`src/rtl/shift_defs.sv`:
```
`default_nettype none
// shift_defs: operation and FSM state encodings shared by the iterative shifter.
package shift_defs;

  localparam logic [1:0] OP_SLL = 2'b00;
  localparam logic [1:0] OP_SRL = 2'b01;
  localparam logic [1:0] OP_SRA = 2'b10;
  localparam logic [1:0] OP_ROR = 2'b11;

  localparam logic [1:0] ST_IDLE_ENC  = 2'd0;
  localparam logic [1:0] ST_SHIFT_ENC = 2'd1;
  localparam logic [1:0] ST_DONE_ENC  = 2'd2;

  typedef enum logic [1:0] {
    IDLE  = ST_IDLE_ENC,
    SHIFT = ST_SHIFT_ENC,
    DONE  = ST_DONE_ENC
  } state_e;

endpackage
`default_nettype wire

```
`src/rtl/iter_shifter_shift_step.sv`:
```
`default_nettype none
// shift_step: combinational single-bit shift/rotate of a value by the selected op.
module shift_step
  import shift_defs::*;
#(
  parameter int WIDTH = 32
) (
  input  logic [1:0]       op_i,
  input  logic [WIDTH-1:0] value_i,
  output logic [WIDTH-1:0] value_o
);

  always_comb begin
    value_o = value_i;
    case (op_i)
      OP_SLL:  value_o = {value_i[WIDTH-2:0], 1'b0};
      OP_SRL:  value_o = {1'b0, value_i[WIDTH-1:1]};
      OP_SRA:  value_o = {value_i[WIDTH-1], value_i[WIDTH-1:1]};
      OP_ROR:  value_o = {value_i[0], value_i[WIDTH-1:1]};
      default: value_o = value_i;
    endcase
  end

endmodule
`default_nettype wire

```
`src/rtl/iter_shifter.sv`:
```
`default_nettype none
// iter_shifter: multi-cycle barrel-shift replacement that applies one bit
// of shift per clock until the latched shift amount is exhausted.
module iter_shifter
  import shift_defs::*;
#(
  parameter int WIDTH = 32,
  parameter int SHW   = 5
) (
  input  logic             clk,
  input  logic             reset,
  input  logic             start,
  input  logic [1:0]       op,
  input  logic [SHW-1:0]   shamt,
  input  logic [WIDTH-1:0] data_in,
  output logic [WIDTH-1:0] data_out,
  output logic             busy,
  output logic             done
);

  state_e           state_q, state_d;
  logic [WIDTH-1:0] res_q, res_d;
  logic [SHW-1:0]   cnt_q, cnt_d;
  logic [1:0]       op_q, op_d;
  logic [WIDTH-1:0] step_value;

  shift_step #(
    .WIDTH (WIDTH)
  ) u_shift_step (
    .op_i    (op_q),
    .value_i (res_q),
    .value_o (step_value)
  );

  always_ff @(posedge clk or posedge reset) begin
    if (reset) begin
      state_q <= IDLE;
      res_q   <= '0;
      cnt_q   <= '0;
      op_q    <= OP_SLL;
    end else begin
      state_q <= state_d;
      res_q   <= res_d;
      cnt_q   <= cnt_d;
      op_q    <= op_d;
    end
  end

  // SHIFT is only entered with a non-zero count, so the counter cannot wrap.
  always_comb begin
    state_d = state_q;
    res_d   = res_q;
    cnt_d   = cnt_q;
    op_d    = op_q;
    case (state_q)
      IDLE: begin
        if (start) begin
          res_d   = data_in;
          op_d    = op;
          cnt_d   = shamt;
          state_d = (shamt != '0) ? SHIFT : DONE;
        end
      end
      SHIFT: begin
        res_d = step_value;
        cnt_d = cnt_q - SHW'(1);
        if (cnt_q == SHW'(1)) begin
          state_d = DONE;
        end
      end
      DONE:    state_d = IDLE;
      default: state_d = IDLE;
    endcase
  end

  assign data_out = res_q;
  assign busy     = (state_q == SHIFT);
  assign done     = (state_q == DONE);

endmodule
`default_nettype wire

```
`config.mk`:
```
export PLATFORM = sky130hd
export DESIGN_NAME = iter_shifter
export DESIGN_NICKNAME = d
export VERILOG_FILES = /design/src/rtl/shift_defs.sv /design/src/rtl/iter_shifter_shift_step.sv /design/src/rtl/iter_shifter.sv
export SDC_FILE = /design/constraint.sdc
export NUM_CORES = 1
export LEC_CHECK = 0
export ABC_CLOCK_PERIOD_IN_PS = 1550
export CAP_MARGIN = 20
export CORE_ASPECT_RATIO = 0.5
export CORE_UTILIZATION = 47
export DETAILED_ROUTE_END_ITERATION = 12
export PLACE_DENSITY = 0.8
export SLEW_MARGIN = 10
export SYNTH_ARGS = -nofsm -noshare
export SYNTH_HDL_FRONTEND = slang
export SYNTH_SLANG_ARGS = --single-unit
```
`constraint.sdc`:
```
create_clock -name clk -period 1.55 [get_ports clk]
set_clock_uncertainty 0.1 [all_clocks]
set_input_delay 0.31 -clock clk [delete_from_list [all_inputs] [get_ports clk]]
set_output_delay 0.31 -clock clk [all_outputs]
set_load 0.005 [all_outputs]
```
# == Word-level counts from Yosys, hierarchy flattened ==
# Cells that the tools add are included.
# word_totals
reg_bits,41
inputBits,42
output_inout_bits,34
word_cells,32
# classes
n_addsub,1
eq_ne,9
mux,9
n_reduce_logical,8
# ops
operator,count
$pmux 32 s4,1
$pmux 32 s2,1
$mux 32,1
$pmux 5 s2,1
$eq 2x2->1 const B,3
$mux 2,3
$reduce_and 2->1,3
$eq 5x1->1 const B,1
$mux 5,1
$reduce_bool 5->1,1
$sub 5x1->5 const B,1
$eq 2x1->1 const B,2
$logic_not 2->1,2
$ne 2x2->1 const B,2
$pmux 2 s2,1
$reduce_and 3->1,1
$ne 2x1->1 const B,1
$reduce_bool 2->1,1

# == Longest topological paths before layout ==
# Gate-level depths: netlist of run 1.
# logic_depth
depth_word,4
depth_mapped,7
ltp_nobuf,5

# == Cells and area by module ==
# Synthesis of run 1 repeated with hierarchy kept, for this count alone.
# unflattened
hier_cells,229
area_unflattened_um2,2519.9
# modules_own_cells
module,instances,cells_per_inst,area_per_inst_um2,seq_area_each_um2
iter_shifter,1,191,2001.9,1026.0
shift_step,1,38,518.0,0.0

# == Worst setup path before layout of run 1 ==
# Ideal clock, no wire load.
# synth_path
kind,register -> register
startpoint,reg state_q[0]
endpoint,reg op_q[0]
setup_time_ns,0.125
arrival_ns,1.127
t_required_ns,1.325
slack_ns,0.198
stages_incl_launch_ff,5
n_path_buf,1
period_less_slack_ns,1.352
cell_sequence,dfrtp_1 -> buf_6 -> nand2b_1 -> nor2_1 -> mux2_2
# synth_between
elab_chain_len,2
# synth_rtl
element,line,text
"start, declared",iter_shifter.sv:21,"state_e state_q, state_d;"
"start signal, assigned",iter_shifter.sv:42,state_q <= state_d;
$logic_not 2->1,iter_shifter.sv:55,case (state_q)
$reduce_and 2->1 (no line),n/a,
"end signal, assigned",iter_shifter.sv:45,op_q <= op_d;
"end, declared",iter_shifter.sv:24,"logic [1:0] op_q, op_d;"
# Every way passes these cells.
# A chain may end at the register's enable or synchronous reset.

# == Worst setup path after layout of run 1 ==
# layout_path
startpoint,reg state_q[1]
endpoint,"reg res_q[31], in the netlist data_out[31]"
# layout_between
elab_chain_len,3
elab_cells_between_ends,7
cone_classes,eq/ne: 3; mux: 1; reduce/logical: 3
# layout_rtl
element,line,text
$eq 2x1->1 / $logic_not 2->1 (equally long branches),iter_shifter.sv:55,
$ne 2x2->1 (no line) / $reduce_bool 2->1 (equally long branches),n/a,
$reduce_and 3->1 (no line),n/a,
"end signal, assigned",iter_shifter.sv:43,res_q <= res_d;
"end, declared",iter_shifter.sv:22,"logic [WIDTH-1:0] res_q, res_d;"
# Parallel ways exist; a longest one is shown, timed or not.

==> results of run 1 <==
registers in the layout (all words and copies together), names as in the netlist:
name,flops
data_out,32
cnt_q,5
op_q,2
state_q,2
worst min-delay path, delay by kind of cell:
| family | cells | cell delay [ps] |
|---|---|---|
| buffers and inverters | 3 | 770 |
synthesized netlist by cell type:
library cell / n
o2bb2ai_1: 1
buf_6: 6
ha_1: 2
nor3_1: 2
nor4b_1: 1
a211oi_1: 25
o21ba_2: 1
o21ai_0: 12
a31oi_1: 1
clkbuf_1: 1
o31a_1: 1
and3_1: 1
o21bai_2: 1
a21o_1: 1
o22a_1: 4
inv_1: 6
nor2_4: 1
nand4bb_1: 1
o21ai_1: 52
o41ai_2: 1
nor2b_1: 2
nand3_1: 1
o21a_1: 30
nor2_1: 3
dfrtp_1: 41
a22oi_1: 1
buf_2: 16
inv_2: 1
nand2_1: 33
a211oi_2: 6
buf_4: 4
a21oi_1: 7
nand2b_1: 3
and3b_1: 1
a2bb2oi_1: 1
mux2_2: 2
nor3b_1: 3
layout by cell type, fill, tap and decap left out, types with 3 or more instances in the layout:
cell type,n
clkdlybuf4s50_1,40
a211oi_2,6
nor3b_1,3
dfrtp_1,39
dlygate4sd2_1,31
a211oi_1,25
o21ai_0,9
buf_6,9
nor2_1,3
clkbuf_8,5
nand2_1,33
inv_1,6
buf_4,47
o21ai_1,52
o21ai_2,3
buf_12,4
o22a_1,4
o21a_1,30
a21oi_1,7
area by class of cell:
type / count / share of cell area (%)
Timing Repair Buffer: 136 / 33.2
Multi-Input combinational cell: 201 / 34.0
Clock buffer: 5 / 1.77
Sequential cell: 41 / 26.5
Clock inverter: 3 / 1.67
Inverter: 7 / 0.676
Tap cell: 70 / 2.25
power by group through the flow:
stage	combinational [mW]	clock (mW)	sequential, mW
2_1_floorplan	2.76	0	2.14
3_3_place_gp	4.26	0	2.23
3_5_place_dp	4.40	0	2.26
4_1_cts	5.06	1.03	1.98
5_1_grt	5.84	1.08	2.08
6_report	5.39	1.03	2.02
path summary, 6_finish.rpt:
check / startpoint / to / slack, ps
max: state_q[1]$_DFFE_PP0P_ / data_out[31]$_DFFE_PP0P_ / -60
min: reset / data_out[13]$_DFFE_PP0P_ / 320
max reg2reg: state_q[1]$_DFFE_PP0P_ / data_out[31]$_DFFE_PP0P_ / -60
min reg2reg: cnt_q[1]$_DFFE_PP0P_ / cnt_q[1]$_DFFE_PP0P_ / 450
max in group asynchronous: reset / data_out[14]$_DFFE_PP0P_ / 830
min in group clk: cnt_q[1]$_DFFE_PP0P_ / cnt_q[1]$_DFFE_PP0P_ / 450
per-stage QoR:
stage | cell area [um2] | power [mW] | hold slack [ps]
finish | 3890 | 8.43 | 315
detailed placement | 3390 | 6.66 | 424
global placement | 3390 | 6.50 | 410
CTS | 3760 | 8.08 | 289
floorplan | 2490 | 4.89 | 362
global route | 3890 | 8.99 | 327
logic make-up (layout without fill, tap and decap cells):
group                      count (synthesis)  after routing  share of synthesized area, %
AOI/OAI and AO/OA                        145            145                          38.6
and+or+nand+nor                           52             52                          10.0
DFF                                       41             41                          41.1
buffers and inverters                     34            151                          8.32
adders and majority gates                  2              2                          1.00
muxes                                      2              2                         0.903
timing repair:
action | 4_1_cts | 5_1_grt
setup endpoints to repair | 35 | 41
resized for setup | 43 | 19
pin swaps | 1 | 5
hold endpoints to repair | 0 | 0
setup buffers | 34 | 2
cloned | 0 | 2
routing by layer:
metal  track usage (%)  wire [um]  up-vias
met5                 0          0        -
li1                  -          -     1236
met3              5.42        475       21
met2              49.2       3930      109
met1              36.1       3430     1299
met4              8.45        222        0
==> impl_metrics.env, run 1 <==
export IMPL_cts_buffers=5
export IMPL_dp_hpwl_um=4720
export IMPL_vias=2665
export IMPL_ys_top_cells_by_area="dfrtp_1 (41%), o21ai_1 (10%), o21a_1 (9.0%)"
export IMPL_pre_cts_slack_ps=-221
export IMPL_wirelength_um=8060
export IMPL_hold_class="input port to async pin"
export IMPL_fin_ws_ps=-58.0
export IMPL_reg2reg_depth=5
export IMPL_core_area_um2=5020
export IMPL_syn_avg_cell_area_um2=9.04
export IMPL_finalNonFillerCells=463
export IMPL_ys_ff_latch=41
export IMPL_ir_worst_vdd_mv=1.20
export IMPL_cts_tree="built"
export IMPL_slew_headroom_pct=72.8
export IMPL_crit_family="compound AO/OA/AOI/OAI gates"
export IMPL_clk_latency_ps=300
export IMPL_power_share_clock_pct=12.2
export IMPL_overflow=0
export IMPL_grt_setup_unrepaired="true"
export IMPL_yosysTopAreaCellShare_pct=41.1
export IMPL_clockBufferDepth=2
export IMPL_setup_tns_ps=-110
export IMPL_holdBufCountCts=0
export IMPL_worstPathCellList="buf_6 -> nand2b_4 -> buf_6 -> a211oi_1 -> o41ai_2"
export IMPL_setup_viol=2
export IMPL_synth_warnings=0
export IMPL_cts_sinks=41
export IMPL_p_leak_nw=1.67
export IMPL_p_per_area_nw_per_um2=2170
export IMPL_htree_levels=2
export IMPL_synth_nets=320
export IMPL_status="finished with violations"
export IMPL_cap_violations=0
export IMPL_initial_core_util_pct=49.7
export IMPL_fin_util_pct=77.4
export IMPL_crit_fanout=33
export IMPL_tightest_slew_ps=407
export IMPL_drc=0
export IMPL_grt_pass1_vias=2452
export IMPL_finalCriticalPeriod_ps=1610
export IMPL_n_antenna_cell=0
export IMPL_worst_path_stages=5
export IMPL_drt_vias_per_instance=5.76
export IMPL_die_x_um=105
export IMPL_violations="negative setup slack"
export IMPL_cpMostUsedCell="buf_6"
export IMPL_antenna_found_initial=0
export IMPL_internal_power_mw=5.07
export IMPL_gp_congestion=0.840
export IMPL_numPortBuffers=75
export IMPL_cp_data_arrival_time_ps=1670
export IMPL_p_sw_mw=3.36
export IMPL_die_area_um2=5620
export IMPL_critPathBufInv=2
export IMPL_synth_seq_area_share_pct=41.1
export IMPL_ant_nets=0
export IMPL_seqPwrFrac_pct=23.9
export IMPL_yosys_area_top_type="dfrtp_1"
export IMPL_comb_power_share_pct=63.9
export IMPL_track_usage_pct=28.0
export IMPL_path_class="flip-flop to flip-flop"
export IMPL_crit_required_ps=1620
export IMPL_drive_gt1_share_pct=23.4
export IMPL_cts_root_buffer_cell="clkbuf_8"
export IMPL_slew_viol_final=0
export IMPL_multi_input_area_um2=1320
export IMPL_endpoint_kind="flip-flop"
export IMPL_synthesis_area_um2=2490
export IMPL_switching_share_pct=39.8
export IMPL_cp_slowest_cell="dfrtp_1"
export IMPL_yosysUniqueCellTypes=37
export IMPL_regArea_um2=1030
export IMPL_grt_pass1_wl_um=12000
export IMPL_max_freq_mhz=622
export IMPL_synthesis_instances=276
export IMPL_max_stage_delay_ps=410
export IMPL_drt_iter0_drc=160
export IMPL_dp_cells=419
export IMPL_min_period_over_period_pct=104
export IMPL_grt_max_degree=42
export IMPL_setup_worst_path_start_class="flip-flop"
export IMPL_routedWlPerCell_um=17.4
export IMPL_syn2layout_area_growth_pct=55.8
export IMPL_clkSlewWorstSetupHoldPaths_ps=80
export IMPL_hold_viol_final=0
export IMPL_fp_dieH_um=53.5
export IMPL_num_rows=18
export IMPL_nets=436
export IMPL_nFillCells=324
export IMPL_first_pass_iters=4
export IMPL_io_pins=76
No activity file was read; power rests on OpenSTA's default activity.
==> run 2: changes to the inputs <==
--- a/config.mk
+++ b/config.mk
@@ -9,6 +9,7 @@
 export CAP_MARGIN = 20
 export CORE_ASPECT_RATIO = 0.5
 export CORE_UTILIZATION = 47
+export CTS_CLUSTER_SIZE = 25
 export DETAILED_ROUTE_END_ITERATION = 12
 export PLACE_DENSITY = 0.8
 export SLEW_MARGIN = 10
==> results of run 2 <==
The final DEF is identical to that of run 1; final timing and power are the same.
==> run 3: changes to the inputs <==
--- a/config.mk
+++ b/config.mk
@@ -8,10 +8,12 @@
 export ABC_CLOCK_PERIOD_IN_PS = 1550
 export CAP_MARGIN = 20
 export CORE_ASPECT_RATIO = 0.5
+export CORE_MARGIN = 1
 export CORE_UTILIZATION = 47
 export CTS_CLUSTER_SIZE = 25
 export DETAILED_ROUTE_END_ITERATION = 12
-export PLACE_DENSITY = 0.8
+export PLACE_DENSITY = 0.77
+export SETUP_SLACK_MARGIN = 0.02
 export SLEW_MARGIN = 10
 export SYNTH_ARGS = -nofsm -noshare
 export SYNTH_HDL_FRONTEND = slang
==> run 3 against run 2 <==
The flow still finishes with violations (negative setup slack). Non-clock buffer count is 1 lower. Cell count down 0.43%. Global-route usage fell by 1.1 points. Total power decreased by 5.1%. Utilization shrank 0.70 points. Count of clock-buffer cells in the layout is 2 higher. Critical path depth increased by 2. Routed wire length shrank 3.1%.
==> impl_metrics.env, run 3 (synthesized netlist as in run 1, its figures left out) <==
export IMPL_status="finished with violations"
export IMPL_violations="negative setup slack"
export IMPL_cts_tree="built"
export IMPL_cp_slowest_cell="dfrtp_1"
export IMPL_gp_congestion=0.868
export IMPL_nFillCells=370
export IMPL_first_pass_iters=4
export IMPL_layout_commonest_cell="o21ai_1"
export IMPL_endpoint_kind="flip-flop"
export IMPL_htree_levels=2
export IMPL_initial_core_util_pct=49.7
export IMPL_total_power_mw=8.00
export IMPL_cts_sinks=41
export IMPL_numPortBuffers=75
export IMPL_fp_dieH_um=53.5
export IMPL_max_freq_mhz=627
export IMPL_grt_max_degree=42
export IMPL_num_rows=18
export IMPL_worstPathCellList="buf_6 -> buf_8 -> o21ba_4 -> buf_12 -> clkbuf_16 -> o21ai_2 -> o21ai_1"
export IMPL_overflow=0
export IMPL_finalNonFillerCells=461
export IMPL_dp_hpwl_um=4690
export IMPL_crit_required_ps=1650
export IMPL_grt_setup_unrepaired="true"
export IMPL_cts_root_buffer_cell="clkbuf_8"
export IMPL_pre_cts_slack_ps=-159
export IMPL_setup_tns_ps=-45.4
export IMPL_ir_worst_vdd_mv=0.997
export IMPL_fin_ws_ps=-45.4
export IMPL_routedWlPerCell_um=16.9
export IMPL_io_pins=76
export IMPL_antenna_found_initial=0
export IMPL_die_x_um=105
export IMPL_cap_violations=0
export IMPL_track_usage_pct=27.0
export IMPL_grt_pass1_vias=2421
export IMPL_drive_gt1_share_pct=25.6
export IMPL_finalInstanceArea_um2=3850
export IMPL_ant_nets=0
export IMPL_drt_vias_per_instance=5.71
export IMPL_setup_viol=1
export IMPL_cts_buffers=5
export IMPL_min_period_over_period_pct=103
export IMPL_worst_hold_slack_ps=278
export IMPL_core_area_um2=5020
export IMPL_path_class="flip-flop to flip-flop"
export IMPL_final_cell_mix="o21ai_1 (47), buf_4 (43), clkdlybuf4s50_1 (40), dfrtp_1 (38), nand2_1 (33)"
export IMPL_hold_viol_final=0
export IMPL_slew_headroom_pct=77.1
export IMPL_grt_pass1_wl_um=11700
export IMPL_place_area_um2=3360
export IMPL_hold_class="input port to async pin"
export IMPL_syn2layout_area_growth_pct=54.4
export IMPL_largest_reg_flops=32
export IMPL_nets=435
export IMPL_clockBufferDepth=2
export IMPL_n_antenna_cell=0
export IMPL_p_per_area_nw_per_um2=2080
export IMPL_p_leak_nw=1.65
export IMPL_finalCriticalPeriod_ps=1600
export IMPL_cp_data_arrival_time_ps=1700
export IMPL_max_stage_delay_ps=400
export IMPL_clk_latency_ps=290
export IMPL_vias=2633
export IMPL_slew_viol_final=0
export IMPL_dp_cells=417
export IMPL_drt_iter0_drc=107
export IMPL_tightest_slew_ps=343
export IMPL_wirelength_um=7810
export IMPL_die_area_um2=5620
export IMPL_crit_fanout=6
export IMPL_setup_worst_path_start_class="flip-flop"
export IMPL_fin_util_pct=76.7
export IMPL_clkSlewWorstSetupHoldPaths_ps=80
export IMPL_drc=0
[run 3: routing by layer]
layer	up-vias	track usage [%]	part of all wire, %
li1	1240	-	-
met1	1298	36.3	46
met2	89	45.0	48
met3	6	6.65	5.6
met4	0	5.40	0.72
met5	-	0	0
[run 3: final timing paths]
path	cells after the start	startpoint	slack [ps]	to
max	7	state_q[1]$_DFFE_PP0P_	-50	data_out[20]$_DFFE_PP0P_
min	3	reset	280	data_out[14]$_DFFE_PP0P_
max reg2reg	7	state_q[1]$_DFFE_PP0P_	-50	data_out[20]$_DFFE_PP0P_
min reg2reg	1	cnt_q[1]$_DFFE_PP0P_	450	cnt_q[1]$_DFFE_PP0P_
max in group asynchronous	3	reset	850	op_q[1]$_DFFE_PP0P_
min in group clk	1	cnt_q[1]$_DFFE_PP0P_	450	cnt_q[1]$_DFFE_PP0P_
[run 3: cell type report]
cell class,instances,area [um2],area share [%]
inverter,7,26.3,0.682
clock buffer,7,86.3,2.24
tap,70,87.6,2.27
multi-input combinational,201,1340,34.8
timing repair buffer,135,1280,33.3
sequential,41,1030,26.7
[run 3: report_power, final]
| group | switching (mW) | internal [mW] | total (mW) |
|---|---|---|---|
| combinational | 2.49 | 2.72 | 5.22 |
| clock | 0.376 | 0.354 | 0.730 |
| sequential | 0.409 | 1.65 | 2.06 |
| total | 3.28 | 4.73 | 8.00 |
[run 3: what timing repair did]
item                                    4_1_cts  5_1_grt
gates cloned                                  0        3
hold endpoints to repair                      0        0
resized for setup                            47       32
endpoints found under the setup margin       35       32
buffers inserted                             31        5
pin swaps                                     0       11
hold buffers                                  0        0
[run 3: worst max-delay path: cells and delay by family (launching register included)]
kind | cells | cell delay (ps)
AO/OA/AOI/OAI | 3 | 490
buffers and inverters | 4 | 520
flip-flops | 1 | 400
